File: src/rtl/router_pkg.sv
// Shared router definitions: default byte width, header length field
// position and the header length extraction helper.
package router_pkg;

    localparam int DATA_W_DEF  = 8;
    localparam int LEN_MSB_DEF = 7;
    localparam int LEN_LSB_DEF = 2;
    localparam int LEN_W_DEF   = LEN_MSB_DEF - LEN_LSB_DEF + 1;

    // Payload length carried in a default-layout header byte.
    function automatic logic [LEN_W_DEF-1:0] hdr_len(input logic [7:0] hdr);
        return hdr[LEN_MSB_DEF:LEN_LSB_DEF];
    endfunction

endpackage

File: src/rtl/router_fifo_ram.sv
// Simple dual-port storage array: one write port, one registered read port.
// No reset; contents survive resets and flushes.
module router_fifo_ram #(
    parameter int W  = 9,
    parameter int AW = 4
) (
    input  logic          clock,
    input  logic          we,
    input  logic [AW-1:0] waddr,
    input  logic [W-1:0]  wdata,
    input  logic          re,
    input  logic [AW-1:0] raddr,
    output logic [W-1:0]  rdata
);

    logic [W-1:0] mem [0:(1<<AW)-1];

    // Write port.
    always_ff @(posedge clock) begin
        if (we)
            mem[waddr] <= wdata;
    end

    // Registered read; holds its last value when no read is issued.
    always_ff @(posedge clock) begin
        if (re)
            rdata <= mem[raddr];
    end

endmodule

File: src/rtl/router_pkt_fifo.sv
// Packet-aware synchronous FIFO for one router output channel. Each entry
// carries a byte plus a start-of-packet tag; the read side tracks the
// remaining length of the current packet to flag its last (parity) byte.
module router_pkt_fifo
    import router_pkg::*;
#(
    parameter int DATA_W    = DATA_W_DEF,
    parameter int DEPTH     = 16,
    parameter int LEN_MSB   = LEN_MSB_DEF,
    parameter int LEN_LSB   = LEN_LSB_DEF,
    parameter int AFULL_LVL = DEPTH - 2
) (
    input  logic                     clock,
    input  logic                     resetn,
    input  logic                     soft_reset,
    input  logic                     write_enb,
    input  logic                     sof_in,
    input  logic [DATA_W-1:0]        data_in,
    input  logic                     read_enb,
    output logic [DATA_W-1:0]        data_out,
    output logic                     data_valid,
    output logic                     sof_out,
    output logic                     eop,
    output logic                     full,
    output logic                     empty,
    output logic                     almost_full,
    output logic [$clog2(DEPTH):0]   occupancy
);

    localparam int AW    = $clog2(DEPTH);
    localparam int LEN_W = LEN_MSB - LEN_LSB + 1;
    localparam int RW    = LEN_W + 1;

    logic [AW:0]     wr_ptr;
    logic [AW:0]     rd_ptr;
    logic [RW-1:0]   rem_cnt;
    logic            out_clr;
    logic [DATA_W:0] ram_q;
    logic            clr;
    logic            wr_ok;
    logic            rd_ok;
    logic            hdr_tag;
    logic [LEN_W-1:0] len_fld;

    assign clr   = !resetn || soft_reset;
    assign full  = (wr_ptr[AW-1:0] == rd_ptr[AW-1:0]) && (wr_ptr[AW] != rd_ptr[AW]);
    assign empty = (wr_ptr == rd_ptr);
    assign wr_ok = !clr && write_enb && !full;
    assign rd_ok = !clr && read_enb && !empty;

    router_fifo_ram #(
        .W  (DATA_W + 1),
        .AW (AW)
    ) u_ram (
        .clock (clock),
        .we    (wr_ok),
        .waddr (wr_ptr[AW-1:0]),
        .wdata ({sof_in, data_in}),
        .re    (rd_ok),
        .raddr (rd_ptr[AW-1:0]),
        .rdata (ram_q)
    );

    // Read and write pointers, flushed by either reset.
    always_ff @(posedge clock) begin
        if (clr) begin
            wr_ptr <= '0;
            rd_ptr <= '0;
        end else begin
            if (wr_ok)
                wr_ptr <= wr_ptr + 1'b1;
            if (rd_ok)
                rd_ptr <= rd_ptr + 1'b1;
        end
    end

    // Dedicated occupancy counter tracking accepted pushes and pops.
    always_ff @(posedge clock) begin
        if (clr)
            occupancy <= '0;
        else if (wr_ok && !rd_ok)
            occupancy <= occupancy + 1'b1;
        else if (rd_ok && !wr_ok)
            occupancy <= occupancy - 1'b1;
    end

    // Read-side qualifiers: valid pulse and the forced-zero data view after a flush.
    always_ff @(posedge clock) begin
        if (clr) begin
            data_valid <= 1'b0;
            out_clr    <= 1'b1;
        end else begin
            data_valid <= rd_ok;
            if (rd_ok)
                out_clr <= 1'b0;
        end
    end

    // The RAM has no reset, so data_out reads as zero until the first pop
    // after a reset or flush.
    assign data_out    = out_clr ? '0 : ram_q[DATA_W-1:0];
    assign hdr_tag     = ram_q[DATA_W];
    assign len_fld     = ram_q[LEN_MSB:LEN_LSB];
    assign sof_out     = data_valid && hdr_tag;
    assign eop         = data_valid && !hdr_tag && (rem_cnt == RW'(1));
    assign almost_full = (occupancy >= (AW+1)'(AFULL_LVL));

    // Packet tracker, advanced by the byte presented on data_out this cycle.
    always_ff @(posedge clock) begin
        if (clr)
            rem_cnt <= '0;
        else if (data_valid) begin
            if (hdr_tag)
                rem_cnt <= {1'b0, len_fld} + RW'(1);
            else if (rem_cnt != '0)
                rem_cnt <= rem_cnt - RW'(1);
        end
    end

endmodule
File: config.mk
export PLATFORM = sky130hd
export DESIGN_NAME = router_pkt_fifo
export DESIGN_NICKNAME = d
export VERILOG_FILES = /design/src/rtl/router_pkg.sv /design/src/rtl/router_fifo_ram.sv /design/src/rtl/router_pkt_fifo.sv
export SDC_FILE = /design/constraint.sdc
export NUM_CORES = 1
export LEC_CHECK = 0
export BUFFER_PORTS_ARGS = -buffer_cell sky130_fd_sc_hd__buf_2
export CAP_MARGIN = 40
export CORE_MARGIN = 8
export CORE_UTILIZATION = 25
export DETAILED_ROUTE_END_ITERATION = 6
export GPL_TIMING_DRIVEN = 0
export SYNTH_ARGS = -nofsm -noshare
export SYNTH_HDL_FRONTEND = slang
export SYNTH_SLANG_ARGS = --single-unit
File: constraint.sdc
create_clock -name clock -period 4.6 [get_ports clock]
set_clock_uncertainty 0.05 [all_clocks]
set_input_delay 0.92 -clock clock [delete_from_list [all_inputs] [get_ports clock]]
set_output_delay 0.92 -clock clock [all_outputs]
set_load 0.05 [all_outputs]
==> results of run 1 <==
==> final cells by class <==
cell class	instances	area (µm²)	share of cell area, %
Antenna cell	1	2.50	0.0289
Tap cell	390	488	5.63
Buffer	23	113	1.30
Clock buffer	18	429	4.95
Sequential cell	177	5070	58.6
Clock inverter	14	153	1.76
Inverter	10	37.5	0.433
Multi-Input combinational cell	244	2190	25.3
Timing Repair Buffer	34	175	2.02
==> routing by layer <==
layer / vias up / global-route usage (%) / wire, µm
met4: 0 / 3.64 / 230
met2: 91 / 13.8 / 7360
met3: 11 / 2.83 / 1120
met5: - / 0 / 0
li1: 1869 / - / -
met1: 1997 / 12.5 / 7310
==> cells in the final DEF, fill, tap and decap left out, types with 3 or more instances in the layout <==
master / instances
o21ai_0: 9
mux4_2: 36
nand3_1: 6
dfxtp_1: 24
edfxtp_1: 153
a211oi_1: 10
nand2b_1: 4
clkbuf_1: 14
inv_6: 3
buf_4: 5
clkbuf_16: 17
clkinv_1: 3
inv_1: 10
nand4_1: 3
mux2i_1: 11
nor4_1: 3
o211ai_1: 3
buf_2: 38
xnor2_1: 12
a21oi_1: 24
ha_1: 12
nand2_1: 13
nor2b_1: 22
nor3_1: 4
nor2_1: 27
and3_1: 16
xor2_1: 7
==> final timing paths <==
path                              startpoint      endpoint  slack, ns  cells after the start
worst min-delay path            occupancy[4]  occupancy[4]       0.45                      2
worst max register to register     wr_ptr[3]  occupancy[4]       1.01                     13
worst min register to register  occupancy[4]  occupancy[4]       0.45                      2
worst max-delay path               wr_ptr[3]  occupancy[4]       1.01                     13
==> critical path: stages (launching register included) <==
cell,delay [ns]
dfxtp_1,0.32
buf_2,0.22
xnor2_1,0.16
nand4_1,0.25
o21ai_0,0.62
or2_2,0.26
ha_1,0.24
inv_1,0.11
ha_1,0.31
nor2b_1,0.16
o21a_1,0.18
or3_1,0.31
a21o_1,0.19
mux2i_1,0.11
==> sequential cells by signal, summed over array words and instances, names as in the netlist <==
name,cells
rd_ptr,5
out_clr,1
occupancy,5
data_valid,1
rem_cnt,7
u_ram.rdata,9
wr_ptr,5
u_ram.mem,144
==> power groups by stage <==
stage          Sequential, mW  Clock (mW)  Combinational [mW]
4_1_cts                  1.75        1.47               0.114
2_1_floorplan            1.79           0              0.0596
6_report                 1.75        1.44               0.113
5_1_grt                  1.75        1.53               0.123
3_3_place_gp             1.79           0               0.111
3_5_place_dp             1.79           0               0.114
==> cells by family after synthesis <==
| family | after synthesis | synth area share [%] |
|---|---|---|
| AO/OA/AOI/OAI | 59 | 5.04 |
| XOR/XNOR | 19 | 2.24 |
| adder cells (fa/ha/maj) | 13 | 2.29 |
| buffers and inverters | 33 | 2.02 |
| flip-flops | 177 | 68.4 |
| multiplexers | 47 | 12.4 |
| AND/OR/NAND/NOR | 106 | 7.56 |
==> results.json, run 1 <==
{
  "status": "finished clean",
  "post_cts_resized": 0,
  "netSwitchingPower_uw": 716,
  "p_comb_share_pct": 3.4,
  "hold_violations": 0,
  "antenna_found_initial": 1,
  "viasPerCell": 4.36,
  "netlist_area_um2": 7420,
  "wl_per_cell_um": 17.6,
  "grt_max_degree": 17,
  "async_flop_share_pct": 0,
  "ir_worst_vdd_v": 0.000302,
  "post-cts-setup-buffer-count": 0,
  "max_cap_violations": 0,
  "cts_tree": "yes",
  "clk_latency_ns": 0.44,
  "finalSetupViolations": 0,
  "critPathKind": "reg2reg",
  "power_density_nw_per_um2": 382,
  "cts_buffer_depth": 2,
  "p_seq_share_pct": 53.0,
  "end_kind": "flip-flop",
  "maxSlewHeadroom_pct": 47.8,
  "gp_congestion": 0.777,
  "stdcell_count": 911,
  "vias": 3968,
  "firstDrtPassIters": 4,
  "swShare_pct": 21.6,
  "netlist.area_leader.share_pct": 61.9,
  "yosys_most_used_dff": "edfxtp_1",
  "min_period_ns": 3.59,
  "synth-edff-count": 153,
  "h-tree-depth": 4,
  "grt_overflow": 0,
  "fin_nets": 534,
  "max_freq_ghz": 0.279,
  "ys_ff_latch": 177,
  "syn-num-nets": 481,
  "rsz0062_at_grt": "no",
  "synth_area_per_cell_um2": 16.3,
  "io_buffer_count": 32,
  "power_mw": 3.31,
  "fill_cells": 2917,
  "fin_hold_ws_ns": 0.450,
  "worst_pin_slew_ns": 0.777,
  "fin_setup_tns_ns": 0,
  "ys.warnings.count": 0,
  "finish.utilization_pct": 29.5,
  "die_x_um": 188,
  "synth_common_cells": "edfxtp_1, mux4_2, nor2_1",
  "clkPwrFrac_pct": 43.6,
  "cts-buffers-inserted": 17,
  "drc": 0,
  "synth.most_common_cell": "edfxtp_1",
  "hpwl_um": 10700,
  "crit_fanout": 8,
  "cp.arrival_ns": 3.87,
  "num_rows": 63,
  "worstHoldPathType": "reg2reg",
  "synthCells": 454,
  "synth_cell_types": 43,
  "drt_first_iter_violations": 348,
  "root_buffer": "clkbuf_16",
  "postRouteAntennaNets": 0,
  "numPlacedInstances": 878,
  "dp_slack_ns": 0.646,
  "die_area_um2": 35400,
  "start_kind": "flip-flop",
  "area_growth_pct": 16.8,
  "grt_pass1_wl_um": 24600,
  "path_clk_slew_ns": 0.07,
  "slew_viol_final": 0,
  "ios": 33,
  "p_int_mw": 2.59,
  "yosysTopAreaCell": "edfxtp_1",
  "initial_core_util_pct": 25.2,
  "core-area_um2": 29400,
  "post-route-cell-area_um2": 8660,
  "grt_pass1_vias": 4038,
  "die_h_um": 188,
  "drive_above_1_share_pct": 21.7,
  "critPathRequiredTime_ns": 4.88,
  "ys_seq_area_share_pct": 68.4,
  "placed_area_um2": 8080,
  "fin_ws_ns": 1.01,
  "synth.top_cells.by_area": "edfxtp_1, mux4_2, dfxtp_1",
  "hold_buffers": 0,
  "clock_sinks": 177,
  "grt_use_total_pct": 9.26,
  "timing.final.crit_share_pct": 78.0,
  "wirelength_um": 16000,
  "cellLeakagePower_nw": 2.81
}
Note: power is estimated with default switching activity, not from simulation.
==> run 2: changes to the inputs <==
--- a/config.mk
+++ b/config.mk
@@ -5,6 +5,7 @@
 export SDC_FILE = /design/constraint.sdc
 export NUM_CORES = 1
 export LEC_CHECK = 0
+export ABC_AREA = 1
 export BUFFER_PORTS_ARGS = -buffer_cell sky130_fd_sc_hd__buf_2
 export CAP_MARGIN = 40
 export CORE_MARGIN = 8
==> constraint.sdc (replaced) <==
create_clock -name clock -period 3.6 [get_ports clock]
set_clock_uncertainty 0.05 [all_clocks]
set_input_delay 0.72 -clock clock [delete_from_list [all_inputs] [get_ports clock]]
set_output_delay 0.72 -clock clock [all_outputs]
set_load 0.05 [all_outputs]
==> run 2 against run 1 <==
Against the previous run:
- sequential share of layout area shrank 1.9 points
- non-clock buffer count increased by 13
- clock power rose by 33%
- global-route usage up 0.98 points
- routed wire length increased by 16%
- largest cell class unchanged
- sequential power increased by 28%
- hold slack improved by 0.0012 ns
- critical endpoint is now occupancy[3]
- cell count up 27%
==> results.json, run 2 <==
{
  "status": "finished clean",
  "final_common_cell": "edfxtp_1",
  "reg2reg_to": "occupancy[3]",
  "fin_setup_tns_ns": 0,
  "hold_buffers": 0,
  "max_freq_ghz": 0.373,
  "syn-num-nets": 718,
  "crit_end": "occupancy[3]",
  "crit_chain": "buf_2, nor2_4, inv_2, nor2_2, nand2_4, inv_4, ha_1, inv_1, ha_1, a21oi_1, nand2_1, xor2_1, o21ai_0, inv_1",
  "synth.most_common_cell": "edfxtp_1",
  "finalSetupViolations": 0,
  "crit_path_start": "soft_reset",
  "netlist.area_leader.share_pct": 60.1,
  "cp.depth": 14,
  "power_mw": 4.33,
  "ir_worst_vdd_v": 0.000238,
  "netlist_area_um2": 7640,
  "area_growth_pct": 17.2,
  "crit_family": "simple AND/OR/NAND/NOR gates",
  "fin_hold_ws_ns": 0.451,
  "synth_area_per_cell_um2": 11.1,
  "root_buffer": "clkbuf_16",
  "ys_ff_latch": 177,
  "critical_path_buf_inv_count": 5,
  "r2r_start": "rd_ptr[0]",
  "drc": 0,
  "multi_input_area_um2": 2220,
  "worst_pin_slew_ns": 0.893,
  "cts_buffer_depth": 2,
  "initial_core_util_pct": 25.2,
  "cp.arrival_ns": 2.95,
  "worstHoldPathType": "reg2reg",
  "numPlacedInstances": 1125,
  "ff_latch_area_um2": 5070,
  "cellLeakagePower_nw": 3.19,
  "grt_max_degree": 17,
  "min_period_ns": 2.68,
  "timing.final.crit_share_pct": 74.4,
  "core-area_um2": 30300,
  "fill_cells": 3056,
  "placed_area_um2": 8340,
  "wl_per_cell_um": 16.0,
  "cts-buffers-inserted": 17,
  "synth_cell_types": 33,
  "yosys_most_used_dff": "edfxtp_1",
  "rsz0062_at_grt": "no",
  "clock_sinks": 177,
  "num_rows": 64,
  "end_kind": "flip-flop",
  "top_register": "u_ram.mem",
  "ys.warnings.count": 0,
  "r2r_cells": 16,
  "io_buffer_count": 32,
  "synth-edff-count": 153,
  "start_kind": "primary input",
  "die_area_um2": 36400,
  "yosysTopAreaCell": "edfxtp_1",
  "wirelength_um": 18500,
  "die_x_um": 191,
  "grt_pass1_vias": 5163,
  "synth.top_cells.by_area": "edfxtp_1, nor2_1, dfxtp_1",
  "max_cap_violations": 0,
  "hold_violations": 0,
  "critPathKind": "in2reg",
  "power_density_nw_per_um2": 483,
  "fin_nets": 776,
  "dp_slack_ns": 0.463,
  "finish.utilization_pct": 29.5,
  "path_clk_slew_ns": 0.07,
  "antenna_found_initial": 2,
  "firstDrtPassIters": 4,
  "post_cts_resized": 0,
  "fin_ws_ns": 0.920,
  "final_cell_mix": "edfxtp_1, nor2_1, nand2_1",
  "critPathSlowestCell": "ha_1",
  "crit_fanout": 9,
  "drt_first_iter_violations": 373,
  "critPathRequiredTime_ns": 3.87,
  "post-cts-setup-buffer-count": 0,
  "drive_above_1_share_pct": 14.8,
  "die_h_um": 191,
  "stdcell_count": 1158,
  "postRouteAntennaNets": 0,
  "h-tree-depth": 4,
  "grt_pass1_wl_um": 28700,
  "slew_viol_final": 0,
  "synth_common_cells": "edfxtp_1, nor2_1, nand2_1",
  "synthCells": 691,
  "clk_latency_ns": 0.43,
  "ios": 33,
  "max_stage_delay_ns": 0.34,
  "ys_seq_area_share_pct": 66.4,
  "post-route-cell-area_um2": 8960,
  "gp_congestion": 0.818,
  "async_flop_share_pct": 0,
  "viasPerCell": 4.49,
  "r2r_slack_ns": 0.93,
  "grt_use_total_pct": 10.2,
  "maxSlewHeadroom_pct": 40.3,
  "top_regs": "u_ram.mem x144, u_ram.rdata x9, rem_cnt x7",
  "grt_overflow": 0,
  "hpwl_um": 12600,
  "cts_tree": "yes",
  "largest_reg_flops": 144,
  "vias": 5202
}
[run 2: logic make-up after synthesis]
family / count (synthesis) / share of synthesized area (%)
simple gates: 264 / 14.9
flops: 177 / 66.4
compound gates: 149 / 10.8
buf+inv: 78 / 4.52
fa+ha+maj: 13 / 2.23
xor+xnor: 10 / 1.15
[run 2: worst min path at each step]
stage                     cells after the start          to        from
final                                         2  rem_cnt[6]  rem_cnt[6]
after global routing                          2   wr_ptr[4]   wr_ptr[4]
after CTS                                     2  rem_cnt[6]  rem_cnt[6]
after detailed placement                      2  rem_cnt[6]  rem_cnt[6]
after global placement                        2   rd_ptr[3]   rd_ptr[3]
after floorplan                               2   rd_ptr[3]   rd_ptr[3]
[run 2: area by class of cell]
class | instances | area share [%]
flip-flops and latches | 177 | 56.6
multi-input cells | 436 | 24.8
plain buffers | 31 | 1.83
clock inverters | 14 | 2.00
clock buffers | 17 | 4.75
repair buffers | 39 | 2.37
well taps | 396 | 5.53
inverters | 47 | 2.03
diodes | 1 | 0.0279
[run 2: routing by layer]
| layer | global-route usage, % | vias up | routed length, µm |
|---|---|---|---|
| met5 | 0 | - | 0 |
| met4 | 3.01 | 0 | 252 |
| met3 | 2.58 | 20 | 1170 |
| met2 | 16.3 | 132 | 8450 |
| met1 | 13.5 | 2510 | 8670 |
| li1 | - | 2540 | - |
[run 2: worst register-to-register path: stages (launching register included)]
cell and delay (ns):
dfxtp_1 0.42, buf_4 0.22, inv_2 0.08, nand2_2 0.06, nand2_2 0.08, nor2_8 0.12
nand3_4 0.12, nand2_4 0.13, inv_4 0.07, ha_1 0.24, inv_1 0.12, ha_1 0.29
a21oi_1 0.15, nand2_1 0.08, xor2_1 0.14, o21ai_0 0.16, inv_1 0.05
[run 2: where the power goes]
group | internal [mW] | switching, mW | leakage (nW) | total (mW)
logic | 0.0445 | 0.128 | 1.32 | 0.172
registers | 2.23 | 0.00643 | 1.57 | 2.24
clock network | 1.10 | 0.811 | 0.300 | 1.92
==> run 3: changes to the inputs <==
==> constraint.sdc (replaced) <==
create_clock -name clock -period 2.4 [get_ports clock]
set_clock_uncertainty 0.05 [all_clocks]
set_input_delay 0.48 -clock clock [delete_from_list [all_inputs] [get_ports clock]]
set_output_delay 0.48 -clock clock [all_outputs]
set_load 0.05 [all_outputs]
==> run 3 against run 2 <==
Against the previous run:
- non-clock buffer count grew 2
- combinational power grew 61%
- sequential share of layout area shrank 0.40 points
- sequential power grew 50%
- clock-buffer cell count is the same
- utilization grew 0.23 points
- global-route usage grew 0.082 points
- design area grew 0.77%
- die area is the same
- largest power group unchanged
==> results.json, run 3 (synthesis results as in run 2) <==
{
  "vias": 5278,
  "viasPerCell": 4.55,
  "core-area_um2": 30300,
  "power_mw": 6.30,
  "grt_overflow": 0,
  "clock_sinks": 177,
  "io_buffer_count": 32,
  "grt_max_degree": 19,
  "rsz0062_at_grt": "yes",
  "r2r_slack_ns": 0.11,
  "hold_start": "soft_reset",
  "grt_pass1_wl_um": 28900,
  "area_growth_pct": 18.1,
  "crit_fanout": 10,
  "initial_core_util_pct": 25.2,
  "largest_reg_flops": 144,
  "stdcell_count": 1160,
  "crit_end": "u_ram.mem[10][8]",
  "fin_setup_tns_ns": 0,
  "wirelength_um": 18900,
  "cellLeakagePower_nw": 3.17,
  "top_register": "u_ram.mem",
  "end_kind": "flip-flop",
  "gp_congestion": 0.842,
  "fin_ws_ns": 0.114,
  "power_density_nw_per_um2": 698,
  "cp.arrival_ns": 2.30,
  "drive_above_1_share_pct": 17.4,
  "root_buffer": "clkbuf_16",
  "grt_pass1_vias": 5089,
  "maxSlewHeadroom_pct": 39.7,
  "max_freq_ghz": 0.438,
  "cts-buffers-inserted": 17,
  "crit_path_start": "rd_ptr[0]",
  "start_kind": "flip-flop",
  "r2r_start": "rd_ptr[0]",
  "die_area_um2": 36400,
  "path_clk_slew_ns": 0.07,
  "dp_slack_ns": -0.471,
  "firstDrtPassIters": 6,
  "wl_per_cell_um": 16.3,
  "hold_violations": 0,
  "slew_viol_final": 0,
  "drt_first_iter_violations": 610,
  "reg2reg_to": "u_ram.mem[10][8]",
  "postRouteAntennaNets": 0,
  "drc": 0,
  "cts_tree": "yes",
  "critPathRequiredTime_ns": 2.41,
  "hpwl_um": 12800,
  "hold_buffers": 0,
  "grt_use_total_pct": 10.3,
  "timing.final.crit_share_pct": 95.2,
  "fin_nets": 778,
  "ios": 33,
  "numPlacedInstances": 1125,
  "final_common_cell": "edfxtp_1",
  "cts_buffer_depth": 2,
  "num_rows": 64,
  "worst_pin_slew_ns": 0.901,
  "max_cap_violations": 0,
  "finalSetupViolations": 0,
  "status": "finished clean",
  "antenna_found_initial": 0,
  "h-tree-depth": 4,
  "worstHoldPathType": "in2reg",
  "min_period_ns": 2.29,
  "r2r_cells": 10,
  "die_h_um": 191,
  "ir_worst_vdd_v": 0.000436,
  "die_x_um": 191,
  "critPathKind": "reg2reg",
  "final_cell_mix": "edfxtp_1, nor2_1, nand2_1",
  "top_regs": "u_ram.mem x144, u_ram.rdata x9, rem_cnt x7",
  "clk_latency_ns": 0.44
}
-- run 3: cell types whose count changed in the layout (fill, tap and decap cells not counted), sizes merged --
| cell | previous run | this run |
|---|---|---|
| clkinvlp | 0 | 2 |
| clkinv | 6 | 5 |
| bufinv | 3 | 0 |
| clkbuf | 31 | 32 |
| inv | 52 | 54 |
| buf | 56 | 57 |
-- run 3: repair_timing --
action | CTS | global route
setup endpoints to repair | 48 | 44
buffers inserted | 0 | 3
pin swaps | 1 | 3
gates resized for setup | 13 | 10
-- run 3: critical path, cell delays in order (launching register included) --
cell and delay, ns:
dfxtp_2 0.35, buf_6 0.15, inv_2 0.09, nand2_2 0.05, nand2_2 0.12, nor2_8 0.05
nand3_4 0.10, nand2_4 0.07, inv_4 0.12, nand2_2 0.13, nor2_1 0.65
-- run 3: worst min path at each step --
stage | to | cells after the start
2_1_floorplan | rd_ptr[3] | 2
3_3_place_gp | rd_ptr[3] | 2
3_5_place_dp | rem_cnt[4] | 2
4_1_cts | rem_cnt[2] | 4
5_1_grt | rem_cnt[1] | 4
6_report | rem_cnt[2] | 4
-- run 3: per-layer routing --
layer	vias to the layer above	global-route usage, %	share of wire, %
met1	2527	13.7	44
met3	24	2.65	8.1
met2	183	16.3	46
met5	-	0	0
li1	2544	-	-
met4	0	2.98	1.6
-- run 3: metrics by stage --
stage | cell area, µm² | util [%] | hold slack, ns
global placement | 8310 | 27.4 | 0.438
CTS | 8960 | 29.5 | 0.323
finish | 9030 | 29.7 | 0.334
detailed placement | 8350 | 27.5 | 0.445
global route | 9020 | 29.7 | 0.340
floorplan | 7650 | - | 0.415
-- run 3: cell type report --
type | count | area, µm²
Fill cell | 3034 | 21300
Sequential cell | 177 | 5080
Multi-Input combinational cell | 436 | 2300
Tap cell | 396 | 495
Clock buffer | 17 | 425
Timing Repair Buffer | 41 | 230
Inverter | 47 | 181
Buffer | 31 | 171
Clock inverter | 14 | 140
Antenna cell | 1 | 2.50
-- run 3: power by group --
part,switching (mW),internal [mW],total (mW)
Sequential,0.00999,3.35,3.36
Clock,1.29,1.38,2.66
Combinational,0.200,0.0775,0.277
Total,1.50,4.80,6.30
